==> config.mk <==
export PLATFORM = sky130hd
export DESIGN_NAME = stream_cnt_src
export DESIGN_NICKNAME = d
export VERILOG_FILES = /design/src/rtl/stream_cnt_src.sv
export SDC_FILE = /design/constraint.sdc
export NUM_CORES = 1
export LEC_CHECK = 0
export BUFFER_PORTS_ARGS = -buffer_cell sky130_fd_sc_hd__buf_4
export CAP_MARGIN = 15
export CORE_MARGIN = 2
export CORE_UTILIZATION = 57
export CTS_CLUSTER_SIZE = 28
export DETAILED_ROUTE_END_ITERATION = 7
export HOLD_SLACK_MARGIN = 0.1
export PLACE_DENSITY = 0.81
export SYNTH_ARGS = -nofsm -noshare
export SYNTH_HDL_FRONTEND = slang
export SYNTH_SLANG_ARGS = --single-unit
==> constraint.sdc <==
create_clock -name clk_i -period 3.95 [get_ports clk_i]
set_input_delay 0.79 -clock clk_i [delete_from_list [all_inputs] [get_ports clk_i]]
set_output_delay 0.79 -clock clk_i [all_outputs]
set_load 0.005 [all_outputs]
==> src/rtl/stream_cnt_src.sv <==
// Counting valid/ready stream source: emits 0,1,2,... up to a sampled limit.
// Optional STREAM_CNT_SRC_WRAPCNT_EN adds a saturating wrap counter on wraps_o.
module stream_cnt_src #(
    parameter int   Width = 8,
    parameter logic Wrap  = 1'b0
) (
    input  logic             clk_i,
    input  logic             rst_i,
    input  logic             start_i,
    input  logic             stop_i,
    input  logic             clear_i,
    input  logic [Width-1:0] limit_i,
    output logic [Width-1:0] data_o,
    output logic             valid_o,
    input  logic             ready_i,
    output logic             busy_o,
    output logic             done_o
`ifdef STREAM_CNT_SRC_WRAPCNT_EN
    ,
    output logic [15:0]      wraps_o
`endif
);

    localparam logic [1:0] S_IDLE = 2'd0;
    localparam logic [1:0] S_RUN  = 2'd1;
    localparam logic [1:0] S_STOP = 2'd2;
    localparam logic [1:0] S_DONE = 2'd3;

    logic [1:0]       state_q, state_d;
    logic [Width-1:0] cnt_q, cnt_d;
    logic [Width-1:0] lim_q, lim_d;
    logic [Width-1:0] cnt_nxt;
    logic             in_stream;
    logic             accept;
    logic             at_lim;
    logic             hit;

    assign in_stream = (state_q == S_RUN) || (state_q == S_STOP);
    assign accept    = in_stream && ready_i;
    assign at_lim    = (cnt_q == lim_q);
    assign hit       = at_lim && !Wrap;

    assign data_o  = cnt_q;
    assign valid_o = in_stream;
    assign busy_o  = in_stream;
    assign done_o  = (state_q == S_DONE);

    // Value the count takes when the current beat is accepted.
    always_comb begin
        cnt_nxt = cnt_q + Width'(1);
        if (at_lim) begin
            cnt_nxt = Wrap ? '0 : cnt_q;
        end
    end

    always_comb begin
        state_d = state_q;
        cnt_d   = cnt_q;
        lim_d   = lim_q;
        case (state_q)
            S_IDLE: begin
                if (clear_i) begin
                    cnt_d = '0;
                end
                if (start_i) begin
                    lim_d   = limit_i;
                    state_d = S_RUN;
                end
            end
            S_RUN: begin
                if (accept) begin
                    cnt_d = cnt_nxt;
                    if (hit) begin
                        state_d = S_DONE;
                    end else if (stop_i) begin
                        state_d = S_IDLE;
                    end
                end else if (stop_i) begin
                    state_d = S_STOP;
                end
            end
            S_STOP: begin
                if (accept) begin
                    cnt_d   = cnt_nxt;
                    state_d = hit ? S_DONE : S_IDLE;
                end
            end
            S_DONE: begin
                if (start_i) begin
                    cnt_d   = '0;
                    lim_d   = limit_i;
                    state_d = S_RUN;
                end else if (clear_i) begin
                    cnt_d   = '0;
                    state_d = S_IDLE;
                end
            end
            default: begin
                state_d = S_IDLE;
            end
        endcase
    end

    always_ff @(posedge clk_i) begin
        if (rst_i) begin
            state_q <= S_IDLE;
            cnt_q   <= '0;
            lim_q   <= '0;
        end else begin
            state_q <= state_d;
            cnt_q   <= cnt_d;
            lim_q   <= lim_d;
        end
    end

`ifdef STREAM_CNT_SRC_WRAPCNT_EN
    logic [15:0] wraps_q, wraps_d;
    logic        wrap_ev;
    logic        wraps_clr;

    assign wrap_ev   = accept && at_lim && Wrap;
    assign wraps_clr = clear_i && ((state_q == S_IDLE) || (state_q == S_DONE));

    always_comb begin
        wraps_d = wraps_q;
        if (wraps_clr) begin
            wraps_d = '0;
        end else if (wrap_ev && (wraps_q != 16'hFFFF)) begin
            wraps_d = wraps_q + 16'd1;
        end
    end

    always_ff @(posedge clk_i) begin
        if (rst_i) begin
            wraps_q <= '0;
        end else begin
            wraps_q <= wraps_d;
        end
    end

    assign wraps_o = wraps_q;
`endif

endmodule

* Word-level counts from Yosys, hierarchy flattened
Index checks and enable logic that the tools add are counted.
** Word-level totals
- Register bits :: 18
- Logic and storage cells :: 38
- Output and inout bits :: 11
- Input bits :: 14
** Operators by class
- Muxes and demuxes :: 15
- Reduce and logical (&&, ||, !) cells :: 8
- Add/subtract/negate cells :: 1
- Equal/unequal tests :: 11
** Operators with widths (count)
- $mux 8 :: 4
- $pmux 8 s3 :: 1
- $mux 2 :: 9
- $ne 3x3->1 const B :: 3
- $add 8x1->8 const B :: 1
- $eq 8x8->1 :: 1
- $pmux 2 s4 :: 1
- $ne 2x2->1 const B :: 3
- $reduce_and 5->1 :: 1
- $eq 2x2->1 const B :: 2
- $reduce_and 2->1 :: 2
- $reduce_or 2->1 :: 2
- $eq 2x1->1 const B :: 1
- $logic_not 2->1 :: 1
- $ne 2x1->1 const B :: 1
- $logic_and 1x1->1 :: 1
- $logic_or 1x1->1 :: 1

* Logic depth before layout (Yosys ltp)
Gate-level depths: netlist (run 1).
- Depth after elaboration :: 5
- Depth in mapped cells :: 7
- Depth with buffers taken out :: 7

* Worst setup path before layout (run 1)
OpenSTA, ideal clock, no wires.
- Path type :: register -> output
- From :: register state_q[0]
- To :: output port valid_o
- Setup slack :: 2.229 ns
- Required time :: 3.160 ns
- Data arrival time :: 0.931 ns
- Path buffers :: 1
- Stages on the path, launching flop included :: 4
- Cells stage by stage :: dfxtp_1 > inv_1 > ha_1 > buf_4
** On the way
- Cells in the longest elaborated chain, start to end :: 2
- Elaborated cells on any way between the ends :: 3
- Classes of those cells :: eq/ne (2); reduce/logical (1)
** RTL lines
- start, declared :: RTL line 29 : logic [1:0] state_q, state_d;
- start signal, assigned :: RTL line 110 : state_q <= state_d;
- $eq 2x1->1 / $eq 2x2->1 (equally long branches) :: RTL line 38 : assign in_stream = (state_q == S_RUN) || (state_q == S_STOP);
- $logic_or 1x1->1 (*) :: RTL line 38
- end, declared :: RTL line 14 : output logic valid_o,
Mark *: on every way between the ends. The rest lies on a longest branch, timed or not.

* Worst setup path after layout (run 1)
Ends and elaborated chain as after synthesis.

==> run metrics, run 1 <==
run status finished clean; Final setup viols 0; first-pass GRT wire length around 4300 um; Antenna diodes 0; vias per cell 5.90; die width just under 50 um; CTS max path bufs 2; Clock Latency Late Sink 0.30 ns; Final Util 70.3%; Tot GR Track Use 23.0%; io pins 25; nets@finish roughly 180; Slew Limit Fails 0; combinational share of power 47.8%; post-synth cell types 43; post-route ant nets 0; largest net degree at the start of global routing 21; Initial Util 59.3%; Seq/Total Area, Yosys 31.3%; DIE AREA 0.00240 mm^2; Worst-Margin Slew 0.542 ns; RSZ-0062 raised after global routing false; CTS H-tree depth 1; #FFs+latches synth 18; Residual DRC 0; CP peak stage delay ~0.58 ns; Hold/Removal Path Class reg -> reg; register clock-pin slew on the reported worst setup and hold paths 0.10 ns; core region area just under 0.002 mm^2; CP Data Required Time 3.16 ns; die height 49.0 um; final wirelength 2600 um; Worst path slowest cell ha_1; Pleak 0.519 nW; Tot Pwr 0.000593 W; CTS buffer count 3; vias in the first global route slightly above 1000; Sw Ratio a little over 40%; path depth of the worst reg2reg path 6; post-CTS setup buffer count 0; Setup CP Type reg -> out; Flop pwr share 36.3%; CTS tree yes; Hold-fix buffers, CTS 0; Final min period 2.37 ns; Slew headroom a little under two thirds; Fmax 422 MHz; pwr/cell area 434 mW/mm^2; FP Rows 16; DPL Wire Length approximately 2000 um; Hold Path End lim_q[4]; post-synthesis cell area 0.00115 mm^2; DR iter-0 viols 43; synth warn 0; VDD IR max 0.293 mV; Root Driver clkbuf_4; hold_sp lim_q[4]; RR Startpoint state_q[0]; CP Max Fanout 15; Worst Hold Path Cells 2; PortBufs 24; startpoint types flop; Vias 1079; switching power 0.000240 W; fill cell count 173; worst reg2reg path endpoint state_q[0]; max cap viols 0; Setup TNS 0 ns; Num Clock Sinks 18; area grow syn2layout 18.5%; Hold Fails Final Rpt 0; reg2reg setup slack 1.70 ns; Clock power frac about 16%; nature of the critical path endpoint primary output; Mapped Nets 154; quantity of gates resized following cts 0; layout cells sized above 1 23.7%; GPL Wtd Cong 0.853; crit path cell chain inv_1 -> ha_1 -> buf_4; Mean Syn Cell Area approximately 8.6 um^2; total grt overflow 0; Final period util 60.0%; drt first pass iters 4; Pint between 0.0003 and 0.0004 W; WL/cell 14.2 um; Setup Skew roughly 0.0036 ns; cells after synthesis 134; crit path DAT ~1.6 ns; initial antenna violation count 0
==> kinds of logic after synthesis <==
family	after synthesis	synth area share [%]
multiplexers	8	6.95
adder cells (fa/ha/maj)	6	6.51
AO/OA/AOI/OAI	35	23.2
flip-flops	18	31.3
AND/OR/NAND/NOR	45	21.0
buffers and inverters	14	4.99
XOR/XNOR	8	6.08
==> worst max-delay path: cells and delay by family (launching register included) <==
| family | cells | cell delay, ns |
|---|---|---|
| fa+ha+maj | 1 | 0.58 |
| flops | 1 | 0.40 |
| buf+inv | 2 | 0.30 |
==> flip-flops by register name (all words and copies together) (netlist names) <==
name,flops
lim_q,8
state_q,2
data_o,8
==> power groups by stage <==
stage	logic [W]	registers [W]	clock network, W
floorplan	0.000215	0.000216	0
global placement	0.000269	0.000218	0
detailed placement	0.000277	0.000219	0
CTS	0.000280	0.000215	0.0000928
global route	0.000305	0.000218	0.000103
finish	0.000283	0.000215	0.0000945
==> per-layer routing <==
metal / GRT usage (%) / share of wire [%] / vias to the layer above
met5: 0 / 0 / -
met4: 9.52 / 1.3 / 0
met3: 4.29 / 7.4 / 5
met2: 40.9 / 48 / 55
met1: 27.1 / 43 / 492
li1: - / - / 527
==> synthesized netlist by cell type (all sizes together) <==
cell type,n,area (um^2)
a31o,1,8.76
xnor2,8,70.1
o2111a,1,11.3
and2,2,12.5
mux2i,8,80.1
ha,6,75.1
o2bb2a,1,10.0
buf,2,12.5
nor4,1,6.26
o41a,1,11.3
a211oi,3,27.5
a32oi,1,8.76
and3,1,6.26
nand3,2,10.0
a221oi,1,8.76
or2b,1,7.51
nand2,7,26.3
dfxtp,18,360
a311oi,2,23.8
a21oi,8,43.8
nand3b,1,7.51
inv,9,33.8
or2,1,6.26
clkbuf,3,11.3
nand2b,6,37.5
o32ai,2,17.5
o31ai,3,22.5
and2b,1,7.51
nor2,15,58.8
o311ai,1,16.3
nor3b,1,7.51
nor2b,1,6.26
o21ai,9,48.8
nand4,3,31.3
o31a,1,8.76
nor3,2,10.0
==> layout make-up <==
| class | instances | area, um^2 | share of cell area (%) |
|---|---|---|---|
| tap | 27 | 33.8 | 2.47 |
| multi-input combinational | 102 | 734 | 53.8 |
| sequential | 18 | 360 | 26.4 |
| inverter | 9 | 33.8 | 2.47 |
| timing repair buffer | 24 | 180 | 13.2 |
| clock buffer | 3 | 22.5 | 1.65 |
==> how the worst max path moves through the flow <==
stage | start | endpoint | slack [ns] | cells past startpoint
after floorplan | state_q[0] | valid_o | 2.23 | 3
after global placement | state_q[0] | state_q[0] | 1.92 | 6
after detailed placement | state_q[0] | state_q[0] | 1.82 | 6
after CTS | state_q[0] | valid_o | 1.61 | 3
after global routing | state_q[0] | valid_o | 1.52 | 3
final | state_q[0] | valid_o | 1.58 | 3
==> cell usage in the layout, fill, tap and decap left out, types with 6 or more instances in the layout <==
cell type,n
nand2b_1,6
o21ai_0,8
ha_1,6
inv_1,9
mux2i_1,8
a21oi_1,7
xnor2_1,8
nor2_1,14
buf_4,24
dfxtp_1,18
nand2_1,7
==> metrics by stage <==
stage                     hold slack, ns  setup WS, ns  instances  cell area [um^2]
after floorplan                    0.482          2.23        134              1150
after global placement             0.497          1.92        180              1340
after detailed placement           0.507          1.82        180              1340
after CTS                          0.531          1.61        183              1370
after global routing               0.562          1.52        183              1370
final                              0.532          1.58        183              1370
Power figures use the tool's default switching activity.
==> run 2, diff against run 1 <==
CORE_UTILIZATION = 48   (was 57)
PLACE_DENSITY = 0.73   (was 0.81)
clock period = 1.9 ns   (was 3.95 ns; I/O delays follow)
==> run 2 against run 1 <==
  * Worst hold slack lost 0.23 ns
  * Via count grew 2.0%
  * Core utilization shrank 6.8 points
==> run metrics, run 2 (synthesized netlist as in run 1, its figures left out) <==
hold_sp limit_i[6] (was lim_q[4]); Buffers & Inverters on Critical Path 3 (was 2); Worst-Margin Slew 0.531 ns (was 0.542 ns); die height 53.0 um (was 49.0 um); placed cell area 0.00137 mm^2 (was 0.00134 mm^2); RR Startpoint state_q[1] (was state_q[0]); CP Data Required Time 1.52 ns (was 3.16 ns); total grt overflow 0 (unchanged); DR iter-0 viols 29 (was 43); io pins 25 (unchanged); Num Clock Sinks 18 (unchanged); switching power 0.000517 W (was 0.000240 W); DPL Wire Length 2090 um (was 1950 um); max cap viols 0 (unchanged); Residual DRC 0 (unchanged); Tot GR Track Use 23.6% (was 23.0%); nature of the critical path endpoint primary output (unchanged); post-route insts no fill 189 (was 183); WL/cell 15.0 um (was 14.2 um); Setup Skew 0.0135 ns (was 0.00357 ns); commonest non-fill, non-tap cell in the layout buf_4 (unchanged); pwr/cell area 928 mW/mm^2 (was 434 mW/mm^2); Vias 1101 (was 1079); Final period util 95.5%; Worst Hold Path Cells 3 (was 2); CTS buffer count 3 (unchanged); Initial Util 51.6% (was 59.3%); CP peak stage delay 0.39 ns (was 0.58 ns); Worst path slowest cell dfxtp_1 (was ha_1); Sw Ratio 39.3% (was 40.5%); most frequent cells in the layout buf_4, dfxtp_1, nor2_1 (unchanged); VDD IR max 0.638 mV (was 0.293 mV); delay-heaviest family, CP buffers and inverters (was adder cells); post-route ant nets 0 (unchanged); path depth of the worst reg2reg path 6 (unchanged); GPL Wtd Cong 0.793 (was 0.853); placed cell count 185 (was 180); Root Driver clkbuf_4 (unchanged); Final Util 63.5% (was 70.3%); Hold Path End lim_q[6] (was lim_q[4]); FP Rows 17 (was 16); PortBufs 24 (unchanged); combinational share of power 46.9% (was 47.8%); Clock power frac 18.9% (was 15.9%); CTS max path bufs 2 (unchanged); Final setup viols 0 (unchanged); Hold-fix buffers, CTS 0 (unchanged); Hold Fails Final Rpt 0 (unchanged); vias per cell 5.83 (was 5.90); final wirelength 2830 um (was 2600 um); most frequent CP cell buf_4; run status finished clean (unchanged); first-pass GRT wire length 4710 um (was 4320 um); Slew headroom 64.5% (was 63.9%); Clock Latency Late Sink 0.31 ns (was 0.30 ns); core region area 0.00223 mm^2 (was 0.00194 mm^2); largest net degree at the start of global routing 21 (unchanged); register clock-pin slew on the reported worst setup and hold paths 0.12 ns (was 0.10 ns); crit path DAT 1.43 ns (was 1.58 ns); startpoint types flop (unchanged); Pleak 0.548 nW (was 0.519 nW); area grow syn2layout 23.0% (was 18.5%); Pint 0.000798 W (was 0.000353 W); Final min period around 1.8 ns; drt first pass iters 7 (was 4); DIE AREA 0.00281 mm^2 (was 0.00240 mm^2); design area 0.00142 mm^2 (was 0.00137 mm^2); layout cells sized above 1 27.3% (was 23.7%); worst reg2reg path endpoint state_q[0] (unchanged); fill cell count 204 (was 173); CP Max Fanout 14 (was 15); final hold slack 0.299 ns (was 0.532 ns); Hold/Removal Path Class in -> reg (was reg -> reg); CTS H-tree depth 1 (unchanged); RSZ-0062 raised after global routing false (unchanged); Fmax 551 MHz; Slew Limit Fails 0 (unchanged); vias in the first global route 1040 (was 1021); initial antenna violation count 0 (unchanged); reg2reg setup slack 0.17 ns (was 1.70 ns); CTS tree yes (unchanged); crit path cell chain inv_1 -> ha_1 -> buf_4 -> buf_4 (was inv_1 -> ha_1 -> buf_4); Flop pwr share 34.1% (was 36.3%); Setup CP Type reg -> out (unchanged); Antenna diodes 0 (unchanged); nets@finish 182 (was 178); die width 53.0 um (was 49.0 um); Setup TNS 0 ns (unchanged)
[run 2: cell types whose count changed in the layout (fill, tap and decap cells not counted), sizes merged]
cell	before	now
buf	24	28
clkbuf	3	4
[run 2: how the worst max path moves through the flow]
stage | slack (ns) | endpoint | cells after the start | startpoint
5_1_grt | 0.01 | valid_o | 4 | state_q[1]
3_5_place_dp | 0.12 | state_q[0] | 6 | state_q[0]
4_1_cts | 0.05 | valid_o | 4 | state_q[0]
2_1_floorplan | 0.19 | lim_q[0] | 6 | state_q[0]
6_report | 0.09 | valid_o | 4 | state_q[1]
3_3_place_gp | 0.21 | state_q[0] | 6 | state_q[0]
[run 2: power groups by stage]
stage | sequential [W] | clock (W) | combinational, W
final | 0.000449 | 0.000249 | 0.000617
after global routing | 0.000455 | 0.000275 | 0.000687
after CTS | 0.000448 | 0.000261 | 0.000601
after detailed placement | 0.000456 | 0 | 0.000598
after global placement | 0.000453 | 0 | 0.000578
after floorplan | 0.000448 | 0 | 0.000448
[run 2: layout make-up]
cell class / count / area (um^2) / share of cell area (%)
inverters: 9 / 33.8 / 2.38
multi-input cells: 102 / 741 / 52.3
well taps: 28 / 35.0 / 2.47
clock buffers: 4 / 36.3 / 2.56
repair buffers: 28 / 210 / 14.8
flip-flops and latches: 18 / 362 / 25.5
[run 2: layer usage]
| layer | wire [um] | vias up | part of all wire, % | GRT usage, % |
|---|---|---|---|---|
| met2 | 1340 | 45 | 47 | 38.1 |
| li1 | - | 532 | - | - |
| met4 | 88 | 0 | 3.1 | 12.8 |
| met5 | 0 | - | 0 | 0 |
| met3 | 156 | 14 | 5.5 | 3.95 |
| met1 | 1240 | 510 | 44 | 29.8 |
[run 2: through the flow]
step | total power, W | worst slack [ns]
floorplan | 0.000896 | 0.191
global placement | 0.00103 | 0.213
detailed placement | 0.00105 | 0.117
CTS | 0.00131 | 0.0527
global route | 0.00142 | 0.0111
finish | 0.00132 | 0.0853
[run 2: worst register-to-register path, stage by stage, from the launching register on]
cell	delay, ns
dfxtp_1	0.39
inv_1	0.10
ha_1	0.30
nand2_1	0.14
a221oi_2	0.33
a21oi_1	0.12
a311oi_2	0.27
[run 2: what timing repair did]
item,in CTS,in global routing
buffers inserted,0,0
resized for setup,0,2
endpoints found under the setup margin,0,3
